==> src/rtl/fetch_unit.sv <==
// RV32I instruction fetch: holds the fetch PC, issues one word read at a time to
// instruction memory, and hands each instruction to decode via a one-entry output register.
module fetch_unit #(
  parameter logic [31:0] RESET_PC = 32'h0000_0000
) (
  input  logic        clk,
  input  logic        rst,
  output logic        IMemReq,
  output logic [31:0] IMemAddr,
  input  logic        IMemGnt,
  input  logic        IMemRvalid,
  input  logic [31:0] IMemRdata,
  input  logic        Redirect,
  input  logic [31:0] RedirectPC,
  output logic        InstrValid,
  input  logic        InstrReady,
  output logic [31:0] Instr,
  output logic [31:0] PC,
  output logic [31:0] PC4
);

  localparam logic [31:0] NOP = 32'h0000_0013;

  typedef enum logic {S_REQ, S_WAIT} state_t;

  typedef struct packed {
    logic        vld;
    logic [31:0] instr;
    logic [31:0] pc;
  } out_t;

  state_t      state, state_nxt;
  logic [31:0] fetch_pc;
  logic        drop;
  out_t        out_q;
  logic        rsp, load;
  logic        unused_redirect_lsbs;

  assign unused_redirect_lsbs = ^RedirectPC[1:0];

  always_comb begin
    state_nxt = state;
    IMemReq   = 1'b0;
    rsp       = (state == S_WAIT) && IMemRvalid;
    load      = rsp && !drop && !Redirect;
    case (state)
      S_REQ: begin
        // Only request when the output slot is free or being drained this cycle.
        IMemReq = !rst && !Redirect && (!out_q.vld || InstrReady);
        if (IMemReq && IMemGnt) state_nxt = S_WAIT;
      end
      S_WAIT: if (IMemRvalid) state_nxt = S_REQ;
      default: state_nxt = S_REQ;
    endcase
  end

  always_ff @(posedge clk) begin
    if (rst) state <= S_REQ;
    else     state <= state_nxt;
  end

  always_ff @(posedge clk) begin
    if (rst) begin
      fetch_pc <= {RESET_PC[31:2], 2'b00};
      drop     <= 1'b0;
      out_q    <= '{vld: 1'b0, instr: NOP, pc: 32'h0};
    end else begin
      if (Redirect) begin
        fetch_pc <= {RedirectPC[31:2], 2'b00};
        // A response still in flight belongs to the old stream; remember to discard it.
        drop     <= (state == S_WAIT) && !IMemRvalid;
      end else if (rsp) begin
        drop <= 1'b0;
        if (!drop) fetch_pc <= fetch_pc + 32'd4;
      end

      if (Redirect)                  out_q.vld <= 1'b0;
      else if (load)                 out_q     <= '{vld: 1'b1, instr: IMemRdata, pc: fetch_pc};
      else if (out_q.vld && InstrReady) out_q.vld <= 1'b0;
    end
  end

  assign IMemAddr   = {fetch_pc[31:2], 2'b00};
  assign InstrValid = out_q.vld;
  assign Instr      = out_q.instr;
  assign PC         = out_q.pc;
  assign PC4        = out_q.pc + 32'd4;

endmodule

==> config.mk <==
export PLATFORM = sky130hd
export DESIGN_NAME = fetch_unit
export DESIGN_NICKNAME = d
export VERILOG_FILES = /design/src/rtl/fetch_unit.sv
export SDC_FILE = /design/constraint.sdc
export NUM_CORES = 1
export LEC_CHECK = 0
export CAP_MARGIN = 20
export CORE_AREA = 8 8 124 126
export CTS_CLUSTER_DIAMETER = 100
export DETAILED_ROUTE_END_ITERATION = 8
export DIE_AREA = 0 0 132 134
export GPL_TIMING_DRIVEN = 1
export PLACE_DENSITY_LB_ADDON = 0.12
export SYNTH_ARGS = -nofsm -noshare
export SYNTH_HDL_FRONTEND = slang
export SYNTH_SLANG_ARGS = --single-unit
==> constraint.sdc <==
create_clock -name clk -period 2.5 [get_ports clk]
set_input_delay 0.5 -clock clk [delete_from_list [all_inputs] [get_ports clk]]
set_output_delay 0.5 -clock clk [all_outputs]
set_load 0.1 [all_outputs]
==> results of run 1 <==
## how the worst min path moves through the flow
stage                           startpoint                     end  slack, ns  cells after the start
floorplan                drop$_SDFFE_PP0P_       drop$_SDFFE_PP0P_       0.52                      2
global placement    Instr[17]$_SDFFE_PP0P_  Instr[17]$_SDFFE_PP0P_       0.44                      2
detailed placement  Instr[22]$_SDFFE_PP0P_  Instr[22]$_SDFFE_PP0P_       0.45                      2
CTS                 Instr[22]$_SDFFE_PP0P_  Instr[22]$_SDFFE_PP0P_       0.46                      2
global route        Instr[17]$_SDFFE_PP0P_  Instr[17]$_SDFFE_PP0P_       0.47                      2
finish              Instr[26]$_SDFFE_PP0P_  Instr[26]$_SDFFE_PP0P_       0.46                      2
## cell type report
| class | instances | area (um2) | share of cell area, % |
|---|---|---|---|
| multi-input cells | 444 | 3083 | 38.15 |
| inverters | 21 | 78.83 | 0.9755 |
| clock buffers | 13 | 270.3 | 3.345 |
| repair buffers | 245 | 2362 | 29.24 |
| flip-flops and latches | 95 | 2021 | 25.01 |
| clock inverters | 3 | 40.04 | 0.4955 |
| well taps | 180 | 225.2 | 2.787 |
## worst max-delay path, cell delays in order, from the launching register on
cell	delay, ns
dfxtp_4	0.38
ha_4	0.16
nand3_4	0.09
nor3_4	0.28
buf_6	0.19
nand3_2	0.13
xnor2_4	0.17
buf_12	0.19
## per-layer routing
metal  up-vias  share of wire (%)  GRT usage [%]
met1      2324                 43          20.49
li1       2518                  -              -
met5         -                  0              0
met2       154                 48          28.72
met3        10                7.3          6.171
met4         0                1.3          5.743
## sequential cells by signal, summed over array words and instances (netlist names)
| register | cells |
|---|---|
| PC | 30 |
| drop | 1 |
| state | 1 |
| InstrValid | 1 |
| fetch_pc | 30 |
| Instr | 32 |
## through the flow
step,std cells,power (mW)
after CTS,994,3.768
after global placement,955,2.337
final,1001,3.725
after floorplan,606,2.108
after detailed placement,955,2.345
after global routing,1001,3.860
## cells in the mapped netlist, types with 5 or more instances
cell       instances
nor3_1            15
a211oi_1          13
a2111oi_0          5
xnor2_1           33
and3_1             5
and4_1             9
o31ai_1            6
a221oi_1           5
buf_4              6
nor4_1             7
inv_1             21
clkbuf_1          38
a21oi_1           71
nor2_1            26
nand3b_1           5
dfxtp_1           95
xor2_1             5
nand4_1           16
a311oi_1           6
nand3_1           20
nand2_1          151
## timing repair
item,CTS,global route
pin swaps,14,18
endpoints found under the setup margin,15,15
resized for setup,4,6
gates cloned,1,0
setup buffers,22,7
## report_power, final
group | internal, mW | leakage [nW] | total (mW) | switching (mW)
Combinational | 0.217 | 2.23 | 0.704 | 0.487
Clock | 0.854 | 0.156 | 1.41 | 0.560
Sequential | 1.54 | 0.801 | 1.61 | 0.0696
Total | 2.61 | 3.18 | 3.73 | 1.12
## cells by family after synthesis
family,Yosys count
DFF,95
muxes,2
adders and majority gates,2
AOI/OAI and AO/OA,119
buffers and inverters,67
xor gates and xnor gates,38
and+or+nand+nor,277
other,1
==> results.cfg, run 1 <==
[drt]
ant_nets = 0
drt_iter0_drc = 239
drt-total-wl_um = 15710
viasPerCell = 5.001
drt_pass1_iterations = 5
vias = 5006
drc_errors = 0
wl_per_cell_um = 15.69

[global_routing]
grt_max_degree = 39
grt_use_total_pct = 17.35
grt_pass1_wl_um = 25450
grt_pass1_vias = 4987
grt_antenna_before_repair = 0
grt_overflow = 0

[cells_and_area]
final_common_cell = buf_4
final.fill_count = 1185
area_growth_pct = 74.63
drive_above_1_share_pct = 36.05
final_cell_mix = buf_4 (149), nand2_1 (148), a21oi_1 (71)
post-route-util_pct = 59.84
nets = 888
stdcell_area_mm2 = 0.008080
diodes = 0

[status]
status = finished, final reports clean

[place]
portBuffers = 191
dp_hpwl_um = 12020
placed_cell_area_mm2 = 0.007497
gp_congestion = 0.8397
dpl_worst_slack_ns = -0.08087

[worst_setup_path]
critical_path.max_fanout = 5
crit_arrival_ns = 1.94
cp-start-kind = flop
rr_endpoint = fetch_pc[30]$_SDFFE_PP0P_
crit_path_end = PC4[28]
startpoint = PC[3]$_SDFFE_PP0P_
rrSetupSlack_ns = 0.35
path_class = reg2out
r2r_cells = 5
crit_path_end_kind = output pin
required_ns = 2.00
reg2reg_from = fetch_pc[2]$_SDFFE_PP0P_

[synthesis]
synth_top_family_by_area = simple AND/OR/NAND/NOR gates
synth_compound_area_share_pct = 15.82
yosys-top-cells-area = dfxtp_1 (41%), nand2_1 (12%), a21oi_1 (7.7%), xnor2_1 (6.2%), clkbuf_1 (3.1%)
ys_seq_area_share_pct = 41.10
yosys.area_share.simple_pct = 28.72
avgSynthCellArea_um2 = 7.699
syn_inst = 601
async_reset_ff_share_pct = 0
yosys_warnings = 0
synth_cell_type_count = 49
netlist_area_mm2 = 0.004627
synth_xor_area_share_pct = 7.193
yosysTopAreaCellShare_pct = 41.10
synthAdderAreaFrac_pct = 0.5408
synth_edf_count = 0
ys_ff_latch = 95
synth_ff_type = dfxtp_1
synth_top_cell_by_area = dfxtp_1
synthMuxAreaShare_pct = 0.4597

[clocking]
clk_pin_slew_ns = 0.07
cts_tree = done
htree_levels = 3
cts-root-buf = clkbuf_16
clock_latency_ns = 0.34
cts.sinks = 95
numCtsBuffers = 9
ctsHoldBuffers = 0
clockBufferDepth = 2

[timing]
holdWs_ns = 0.4551
fmax_mhz = 410.4
finalCritPeriodShare_pct = 97.46
skew_ns = 0.005507
setup_viol = 0
fin_crit_ns = 2.437
rsz0062_at_grt = yes
fin_ws_ns = 0.06345
hold_viol = 0
drv_slew = 0
setup-tns-final_ns = 0

[die]
fp.dieH_um = 134
io_pins = 200
core-area_mm2 = 0.01350
initial_utilization_pct = 34.26
die_w_um = 132
fp-row-count = 43
dieArea_mm2 = 0.01769

[job]
drv_cap = 0

[min_path]
hold_path_class = reg2reg

[power]
powerDensity_mw_per_mm2 = 461.0
p_leak_nw = 3.183
ir_drop_v = 0.0002741
Note: power is estimated with default switching activity, not from simulation.
==> run 2: changes to the inputs <==
--- a/config.mk
+++ b/config.mk
@@ -5,13 +5,17 @@
 export SDC_FILE = /design/constraint.sdc
 export NUM_CORES = 1
 export LEC_CHECK = 0
+export ABC_AREA = 1
 export CAP_MARGIN = 20
-export CORE_AREA = 8 8 124 126
+export CELL_PAD_IN_SITES_DETAIL_PLACEMENT = 1
+export CELL_PAD_IN_SITES_GLOBAL_PLACEMENT = 1
+export CORE_AREA = 8 8 140 142
 export CTS_CLUSTER_DIAMETER = 100
 export DETAILED_ROUTE_END_ITERATION = 8
-export DIE_AREA = 0 0 132 134
+export DIE_AREA = 0 0 148 150
 export GPL_TIMING_DRIVEN = 1
 export PLACE_DENSITY_LB_ADDON = 0.12
+export SLEW_MARGIN = 10
 export SYNTH_ARGS = -nofsm -noshare
 export SYNTH_HDL_FRONTEND = slang
 export SYNTH_SLANG_ARGS = --single-unit
==> run 2 against run 1 <==
Net effect: the run now ends with setup timing left; non-clock buffer count increased by 4; synthesized cell count increased by 28%; global-route usage increased by 1.8 points; worst setup slack got worse by 0.11 ns; critical path type unchanged; critical endpoint is now PC4[22].
==> results.cfg, run 2 <==
[worst_setup_path]
path_class = reg2out
cp-start-kind = flop
cp_slowest_cell = dfxtp_4
required_ns = 2.00
crit_arrival_ns = 2.04
crit_path_end_kind = output pin
r2r_cells = 10
path_cells = ha_4, nand2_4, nor3_4, nand2_2, nor2_4, nand4_1, xnor2_4, buf_12
cpPeakStageDelay_ns = 0.37
critical_path.max_fanout = 4

[cells_and_area]
largest_reg_flops = 32
final.fill_count = 2130
area_growth_pct = 73.16
final_cell_mix = buf_4 (146), nor2_1 (144), nand2_1 (137)
stdcell_area_mm2 = 0.008840
diodes = 0
regArea_mm2 = 0.001993
final_common_cell = buf_4
multi_input_area_mm2 = 0.003536
nets = 1067
drive_above_1_share_pct = 33.50

[global_routing]
grt_pass1_wl_um = 33350
grt_overflow = 0
grt_pass1_vias = 5900
grt_max_degree = 69
grt_use_total_pct = 19.18
grt_antenna_before_repair = 0

[drt]
wl_per_cell_um = 17.88
ant_nets = 0
viasPerCell = 4.767
drt-total-wl_um = 21970
drt_iter0_drc = 271
drc_errors = 0
drt_pass1_iterations = 4
vias = 5859

[place]
dp_hpwl_um = 16620
placed_cell_area_mm2 = 0.008029
gp_congestion = 0.8198
portBuffers = 191
dpl_worst_slack_ns = 0.08805

[power]
power_mw = 4.042
powerDensity_mw_per_mm2 = 457.3
ir_drop_v = 0.0003534
p_leak_nw = 3.724

[synthesis]
async_reset_ff_share_pct = 0
synth_ff_type = dfxtp_1
synth_most_common_cell = nor2_1
ys_ff_latch = 95
yosys_warnings = 0
synth_top_cell_by_area = dfxtp_1
synth_edf_count = 0
netlist_area_mm2 = 0.005105
yosysTopAreaCellShare_pct = 37.25
yosys-top-cells-area = dfxtp_1 (37%), nor2_1 (12%), nand2_1 (11%), o21ai_0 (5.4%), nand3_1 (5.1%)
ys_seq_area_share_pct = 37.25
synthTopCellsByCount = nor2_1 (157), nand2_1 (153), dfxtp_1 (95), inv_1 (59), o21ai_0 (55)
synth_cell_type_count = 35
avgSynthCellArea_um2 = 6.647
syn_inst = 768

[timing]
setup-tns-final_ns = -0.04497
hold_viol = 0
finalCritPeriodShare_pct = 101.8
setup_viol = 2
fin_ws_ns = -0.04435
fmax_mhz = 393.0
skew_ns = 0.007408
fin_crit_ns = 2.544
drv_slew = 0
rsz0062_at_grt = yes

[die]
io_pins = 200
fp.dieH_um = 150
dieArea_mm2 = 0.02220
die_w_um = 148
core-area_mm2 = 0.01753
initial_utilization_pct = 29.11
fp-row-count = 49

[clocking]
clk_pin_slew_ns = 0.07
cts-root-buf = clkbuf_16
cts.sinks = 95
cts_tree = done
htree_levels = 3
numCtsBuffers = 9
clock_latency_ns = 0.36
clockBufferDepth = 2

[status]
violations = setup timing
status = complete, but fails checks

[min_path]
hold_path_class = reg2reg
holdPathStages = 2

[job]
drv_cap = 0
## run 2: cell count changes in the layout (fill, tap and decap cells not counted), moves of 13 or more
| cell | delta |
|---|---|
| a21oi_1 | -30 |
| dfxtp_1 | +20 |
| dfxtp_2 | -19 |
| inv_1 | +30 |
| nand3_1 | +36 |
| nor2_1 | +119 |
| nor2_2 | +14 |
| o21ai_0 | +51 |
| xnor2_4 | -13 |
## run 2: cells by family (layout without fill, tap and decap cells)
logic type,count (synthesis),count (layout),synth area share (%)
AND/OR/NAND/NOR,418,418,35.74
XOR/XNOR,29,29,4.975
adder cells (fa/ha/maj),2,2,0.4901
AO/OA/AOI/OAI,122,122,13.16
flip-flops,95,95,37.25
other,1,6,0.07346
buffers and inverters,101,328,8.308
## run 2: repair_timing
item | CTS | global route
pin swaps | 17 | 32
cloned | 0 | 0
buffers inserted | 10 | 25
setup endpoints to repair | 15 | 16
hold buffers | 0 | 0
gates resized for setup | 21 | 35
hold endpoints to repair | 0 | 0
## run 2: layer usage
layer	wire, um	global-route usage [%]
met3	946	3.326
met1	9924	24.93
met5	0	0
met4	352	6.170
met2	10750	31.69
## run 2: path summary, 6_finish.rpt
kind / slack [ns] / start / endpoint
max reg2reg: 0.64 / fetch_pc[3]$_SDFFE_PP0P_ / fetch_pc[20]$_SDFFE_PP0P_
max: -0.04 / PC[3]$_SDFFE_PP0P_ / PC4[22]
min: 0.48 / Instr[9]$_SDFFE_PP0P_ / Instr[9]$_SDFFE_PP0P_
min reg2reg: 0.48 / Instr[9]$_SDFFE_PP0P_ / Instr[9]$_SDFFE_PP0P_
## run 2: area by class of cell
cell class / instances / area share (%)
multi-input combinational: 577 / 40.00
timing repair buffer: 249 / 27.78
sequential: 95 / 22.55
tap: 229 / 3.241
clock buffer: 10 / 2.831
inverter: 63 / 2.774
clock inverter: 6 / 0.8209
## run 2: where the power goes
group / internal (mW) / switching (mW) / leakage, nW / total, mW
clock: 0.850 / 0.660 / 0.157 / 1.51
combinational: 0.277 / 0.646 / 2.77 / 0.923
sequential: 1.54 / 0.0683 / 0.793 / 1.61
## run 2: worst max-delay path, delay by kind of cell, from the launching register on
family                   cells  cell delay [ns]
XOR/XNOR                     1             0.27
buffers and inverters        1             0.20
adder cells (fa/ha/maj)      1             0.15
AND/OR/NAND/NOR              5             0.70
flip-flops                   1             0.37
## run 2: metrics by stage
step                hold WS (ns)  utilization, %  instances
finish                    0.4827           50.41       1229
global route              0.5089           50.41       1229
CTS                       0.4896           48.59       1204
detailed placement        0.4724           45.79       1178
global placement          0.4606           45.79       1178
floorplan                 0.5391               -        773
